<file path="config.mk">
export PLATFORM = sky130hd
export DESIGN_NAME = servo_slew
export DESIGN_NICKNAME = d
export VERILOG_FILES = /design/src/rtl/servo_slew.sv
export SDC_FILE = /design/constraint.sdc
export NUM_CORES = 1
export LEC_CHECK = 0
export BUFFER_PORTS_ARGS = -buffer_cell sky130_fd_sc_hd__buf_4
export CORE_MARGIN = 2
export CORE_UTILIZATION = 35
export DETAILED_ROUTE_END_ITERATION = 8
export SYNTH_ARGS = -nofsm -noshare
export SYNTH_HDL_FRONTEND = slang
export SYNTH_SLANG_ARGS = --single-unit
</file>
<file path="constraint.sdc">
create_clock -name clk -period 6.63 [get_ports clk]
set_input_delay 0 -clock clk [delete_from_list [all_inputs] [get_ports clk]]
set_output_delay 0 -clock clk [all_outputs]
set_load 0.02 [all_outputs]
</file>
<file path="src/rtl/servo_slew.sv">
// Eight-channel slew-rate limiter: per-channel target/rate registers, a tick divider,
// and a sweep FSM that steps one channel per cycle toward its target after every tick.
module servo_slew #(
  parameter int TICK_DIV = 100000
) (
  input  logic        clk,
  input  logic        rst,
  input  logic        wr_en,
  input  logic        rd_en,
  input  logic [4:0]  addr,
  input  logic [7:0]  wr_data,
  output logic [7:0]  rd_data,
  output logic [63:0] pwm_width,
  output logic [7:0]  busy
);

  typedef enum logic {IDLE, SWEEP} state_t;

  localparam logic [23:0] TICK_LAST = 24'(TICK_DIV - 1);

  state_t          state, state_nx;
  logic [2:0]      idx, idx_nx;
  logic            upd;
  logic [23:0]     cnt;
  logic            tick;
  logic [7:0][7:0] target, rate, current;
  logic [7:0]      rd_mux;

  // Next width for one channel; 9-bit sums keep 0 and 255 reachable without wrap.
  function automatic logic [7:0] slew_step(input logic [7:0] cur, input logic [7:0] tgt,
                                           input logic [7:0] rt);
    logic [8:0] up, lim;
    up  = {1'b0, cur} + {1'b0, rt};
    lim = {1'b0, tgt} + {1'b0, rt};
    if (rt == 8'd0)      slew_step = tgt;
    else if (cur < tgt)  slew_step = (up >= {1'b0, tgt}) ? tgt : up[7:0];
    else if (cur > tgt)  slew_step = ({1'b0, cur} <= lim) ? tgt : cur - rt;
    else                 slew_step = cur;
  endfunction

  assign tick = (cnt == TICK_LAST);

  always_ff @(posedge clk) begin
    if (rst)       cnt <= '0;
    else if (tick) cnt <= '0;
    else           cnt <= cnt + 24'd1;
  end

  always_ff @(posedge clk) begin
    if (rst) begin
      state <= IDLE;
      idx   <= '0;
    end else begin
      state <= state_nx;
      idx   <= idx_nx;
    end
  end

  always_comb begin
    state_nx = state;
    idx_nx   = idx;
    upd      = 1'b0;
    case (state)
      IDLE: if (tick) begin
        state_nx = SWEEP;
        idx_nx   = 3'd0;
      end
      SWEEP: begin
        upd    = 1'b1;
        idx_nx = idx + 3'd1;
        if (idx == 3'd7) state_nx = IDLE;
      end
      default: state_nx = IDLE;
    endcase
  end

  always_comb begin
    rd_mux = 8'd0;
    case (addr[4:3])
      2'd0:    rd_mux = target[addr[2:0]];
      2'd1:    rd_mux = rate[addr[2:0]];
      2'd2:    rd_mux = current[addr[2:0]];
      default: rd_mux = 8'd0;
    endcase
  end

  // The sweep samples target/rate before any same-cycle write lands.
  always_ff @(posedge clk) begin
    if (rst) begin
      target  <= '0;
      rate    <= '0;
      current <= '0;
      rd_data <= '0;
    end else begin
      if (wr_en && !addr[4]) begin
        if (addr[3]) rate[addr[2:0]]   <= wr_data;
        else         target[addr[2:0]] <= wr_data;
      end
      if (upd) current[idx] <= slew_step(current[idx], target[idx], rate[idx]);
      if (rd_en) rd_data <= rd_mux;
    end
  end

  assign pwm_width = current;

  always_comb begin
    busy = '0;
    for (int k = 0; k < 8; k++) busy[k] = (current[k] != target[k]);
  end

endmodule

</file>
* After elaboration in Yosys (flattened, before gate mapping)
Index checks and enable logic that the tools add are counted.
** Storage, ports and cells
- Logic and storage cells :: 98
- Register bits :: 228
** Operators by class
- Reductions and logical operators :: 9
- Mux-type cells :: 33
- $add $sub $neg :: 5
- Bitwise operators :: 2
- Equality and inequality tests :: 13
- $lt $le $gt $ge :: 8
** Operators with widths (number)
- 64-bit bitwise mux :: 3
- 8-bit binary-select mux with 3-bit select :: 6
- 8-bit 2-to-1 mux :: 15
- 8-bit != test :: 8
- 8-bit demux with 3-bit select :: 2
- 24-bit by 1-bit adder with 24-bit output (second input constant) :: 1
- 24-bit by 17-bit == test with 1-bit output (second input constant) :: 1
- 8-bit case mux with 3 select lines :: 1
- 8-bit by 8-bit adder with 9-bit output :: 2
- 9-bit by 8-bit greater-or-equal comparator with 1-bit output :: 1
- 8-bit by 9-bit <= comparator with 1-bit output :: 1
- 8-bit greater-than comparator :: 1
- 8-bit logical NOT :: 1
- 3-bit by 4-bit < comparator with 1-bit output (second input constant) :: 2
- 8-bit < comparator :: 1
- 8-bit subtractor :: 1
- 3-bit by 1-bit greater-or-equal comparator with 1-bit output (second input constant) :: 2
- 3-bit case mux with 2 select lines :: 1
- 2-bit AND reduction :: 2
- 3-bit by 1-bit adder with 3-bit output (second input constant) :: 1
- 3-bit == test (second input constant) :: 1
- 1-bit logical AND :: 3
- 1-bit 2-to-1 mux :: 3
- 3-bit 2-to-1 mux :: 1
- 8 further kinds :: 9

* Logic depth before layout (Yosys ltp)
- Depth in word-level cells :: 11
- Depth in mapped cells :: 23
- Gate-level depth less buffers :: 18

* Least setup slack after synthesis
Ideal clock, no wire load.
- Path type :: register to register
- Start point :: register idx[0]
- End point :: register current, in the netlist pwm_width[12]
- Setup slack :: 1.191 ns
- Arrival :: 5.287 ns
- Buffers on the path :: 5
- Library setup time :: 0.152 ns
- Data required time :: 6.478 ns
- Stages on the path, launching flop included :: 22
- Path through :: dfxtp_1 buf_6 buf_6 buf_2 buf_2 mux4_2 mux2_2 ha_1 fa_1 a211oi_1 nor2_1 o21ai_0 xor2_1 ha_1 a211oi_1 o211ai_1 o211a_1 and2_0 clkbuf_1 a21oi_1 a2bb2oi_1 a311oi_1
** On the way
- Word-level cells in the longest chain between the ends :: 11
** Ends and longest elaborated chain
- from (decl) :: RTL line 22 : logic [2:0] idx, idx_nx;
- from (signal assigned) :: RTL line 55 : idx <= idx_nx;
- 8-bit binary-select mux with 3-bit select :: RTL line 99 : if (upd) current[idx] <= slew_step(current[idx], target[idx], rate[idx]);
- 8-bit 2-to-1 mux (not written as such) :: RTL line 99
- 8-bit by 8-bit adder with 9-bit output :: RTL line 34 : lim = {1'b0, tgt} + {1'b0, rt};
- 8-bit by 9-bit <= comparator with 1-bit output :: RTL line 37 : else if (cur > tgt) slew_step = ({1'b0, cur} <= lim) ? tgt : cur - rt;
- 8-bit 2-to-1 mux (2 in series) :: RTL line 37
- 8-bit 2-to-1 mux :: RTL line 36 : else if (cur < tgt) slew_step = (up >= {1'b0, tgt}) ? tgt : up[7:0];
- 8-bit 2-to-1 mux :: RTL line 35 : if (rt == 8'd0) slew_step = tgt;
- 8-bit 2-to-1 mux :: RTL line 99
- 8-bit 2-to-1 mux :: RTL line 89 : if (rst) begin
- 64-bit bitwise mux (*) :: RTL line 99
- to (signal, indexed assignment) :: RTL line 99
- to (decl) :: RTL line 26 : logic [7:0][7:0] target, rate, current;
Mark *: on every way between the ends. The rest lies on a longest branch, timed or not. The select of a mux whose other input is x is not followed.
A chain may end at the register's enable or synchronous reset.

* Worst setup path after layout
- Start point :: register idx[0]
- End point :: register current, in the netlist pwm_width[41]
The elaborated chain is that of the path after synthesis.

==> out/metrics.yaml <==
detailed_routing:
  drtIter0Drc: 1936
  dr.pass1.iters: 7
  num_vias: 13900
  routed_wl_um: 54800
  drc: 0
  route.detailed.wl_per_inst_um: 25.0
  drtAntennaViolNets: 0
  drt-vias-per-instance: 6.33
timing:
  post-route-min-period_ns: 6.01
  setup_violations: 0
  fin_crit_sh_pct: 90.7
  skew_ns: 0.0275
  maxSlewViolCount: 0
  holdWs_ns: 0.0753
  rsz0062_at_grt: "no"
  worst_slew_pin_slew_ns: 1.38
  fmax_mhz: 166
  hold_viol_final: 0
  setup_tns_ns: 0
  slew_headroom_pct: 7.68
global_routing:
  grt_pass1_vias: 12600
  grt-ovfl-total: 0
  antenna_found_initial: 0
  grt_pass1_wl_um: 81300
  grt_max_degree: 92
  track_usage_pct: 25.3
synthesis:
  yosysMostFrequentCell: "dfxtp_1"
  synth_top_cell_area_share_pct: 32.1
  synth_fp_nets: 1695
  synthFlopType: "dfxtp_1"
  synth_area_per_cell_um2: 8.74
  syn_area_um2: 14200
  yosysWarningCount: 0
  synth-edff-count: 0
  ys_ff_latch: 228
  yosysTopAreaCell: "dfxtp_1"
  ys_types: 78
  synth.area.top_cells: "dfxtp_1, mux4_2, mux2i_1"
  netlist_instances: 1625
  async_flop_share_pct: 0
  synthTopCellsByCount: "dfxtp_1, nor2_1, nand2_1"
  ys_seq_area_share_pct: 32.1
clock_tree:
  cts.reportedPaths.clkPinSlew_ns: 0.06
  cts_tree: "built"
  cts.path.max_buffers: 3
  postCtsSetupRepairBufs: 0
  clock-root-buffer: "clkbuf_16"
  clock_latency_ns: 0.56
  clock-sinks: 228
  cts_max_level: 1
  cts_buffers: 26
final_layout:
  final_cell_area_um2: 16200
  drive_above_1_share_pct: 15.3
  postLayoutCoreUtil_pct: 40.6
  syn2layout_area_growth_pct: 14.1
  diodes: 0
  stdcell_count: 2190
  nNetsFinal: 1715
floorplanning:
  die_h_um: 205
  start_util_pct: 35.6
  die_w_um: 205
  die-area_um2: 42200
  core-area_um2: 39900
  pin_count: 97
  rows: 73
outcome:
  outcome: "completed"
power:
  intPower_uw: 2290
  swShare_pct: 25.2
  p_sw_uw: 771
  power_frac_seq_pct: 45.5
  combPwrFrac_pct: 6.8
  leakage_uw: 0.00601
  p_clk_share_pct: 47.7
  p_per_area_nw_per_um2: 189
  irDropWorstVdd_mv: 0.162
worst_setup_path:
  arrival_ns: 6.40
  cp-start-kind: "register"
  reg2reg_slack_ns: 0.62
  cp_max_fo: 37
  crit_required_ns: 7.02
  path_class: "reg2reg"
  crit_path_end_kind: "register"
worst_hold_path:
  hold_path_class: "in2reg"
job:
  drv_cap: 0
place:
  gp_congestion: 0.951
  dpl.cell_count: 2130
  dpl.hpwl_um: 38100
  portBuffers: 96
  place_area_um2: 15200
[worst max-delay path, cell delays in order, from the launching register on]
cell,delay (ns)
dfxtp_4,0.79
buf_4,0.46
mux4_2,0.55
mux2i_1,0.47
inv_1,0.10
ha_1,0.24
fa_1,0.42
nand2b_1,0.13
a221o_1,0.18
a21oi_1,0.08
xnor2_1,0.23
ha_1,0.30
a21oi_1,0.14
o221ai_1,0.17
nor3_1,0.61
nor3_1,0.10
a31oi_1,0.67
a311oi_1,0.20
[through the flow]
stage | worst slack [ns] | power (µW)
floorplan | 1.19 | 1550
global placement | 0.805 | 1620
detailed placement | 0.669 | 1620
CTS | 0.647 | 3060
global route | 0.108 | 3130
finish | 0.618 | 3060
[cells by family after synthesis]
kind of cell             after synthesis  synth area share [%]
AO/OA/AOI/OAI                        395                  19.5
adder cells (fa/ha/maj)               53                  4.83
XOR/XNOR                              96                  5.92
buffers and inverters                166                  4.82
multiplexers                         140                  14.2
flip-flops                           228                  32.1
AND/OR/NAND/NOR                      547                  18.6
[final cells by class]
type	count	area, µm²
Timing Repair Buffer	132	1020
Multi-Input combinational cell	1231	8990
Clock inverter	5	33.8
Fill cell	3915	23700
Tap cell	525	657
Clock buffer	43	826
Inverter	26	97.6
Sequential cell	228	4570
[final timing paths]
check           from            end  cells after the start
min reg2reg   cnt[0]         cnt[0]                      1
min          addr[2]       rate[26]                      4
max           idx[0]  pwm_width[41]                     17
max reg2reg   idx[0]  pwm_width[41]                     17
[sequential cells by signal (all words and copies together), names as in the netlist]
register and flops:
target 64, rd_data 8, state 1, pwm_width 64, cnt 24, idx 3, rate 64
[layer usage]
metal / global-route usage, % / up-vias / share of wire (%)
met1: 35.3 / 6725 / 42
met5: 0 / - / 0
li1: - / 6102 / -
met4: 10.0 / 0 / 4.2
met3: 5.70 / 166 / 11
met2: 37.7 / 874 / 43
[layout by cell type, fill, tap and decap left out, types with 33 or more instances in the layout]
master / netlist / routed
a21oi_1: 94 / 94
a22oi_1: 78 / 78
a311oi_1: 33 / 33
buf_4: 4 / 119
dfxtp_1: 228 / 225
ha_1: 50 / 50
mux2i_1: 80 / 80
mux4_2: 46 / 46
nand2_1: 120 / 120
nand3_1: 114 / 114
nor2_1: 151 / 150
o21ai_0: 51 / 51
xor2_1: 82 / 82
[power groups by stage]
stage | sequential [µW] | combinational [µW] | clock (µW)
after floorplan | 1420 | 129 | 0
after global placement | 1420 | 195 | 0
after detailed placement | 1420 | 196 | 0
after CTS | 1390 | 202 | 1470
after global routing | 1390 | 219 | 1520
final | 1390 | 206 | 1460
[repair_timing]
action / CTS / global route
resized for setup: 0 / 0
setup endpoints to repair: 0 / 0
endpoints found under the hold margin: 138 / 0
hold buffers: 12 / 0
No activity file was read; power rests on OpenSTA's default activity.
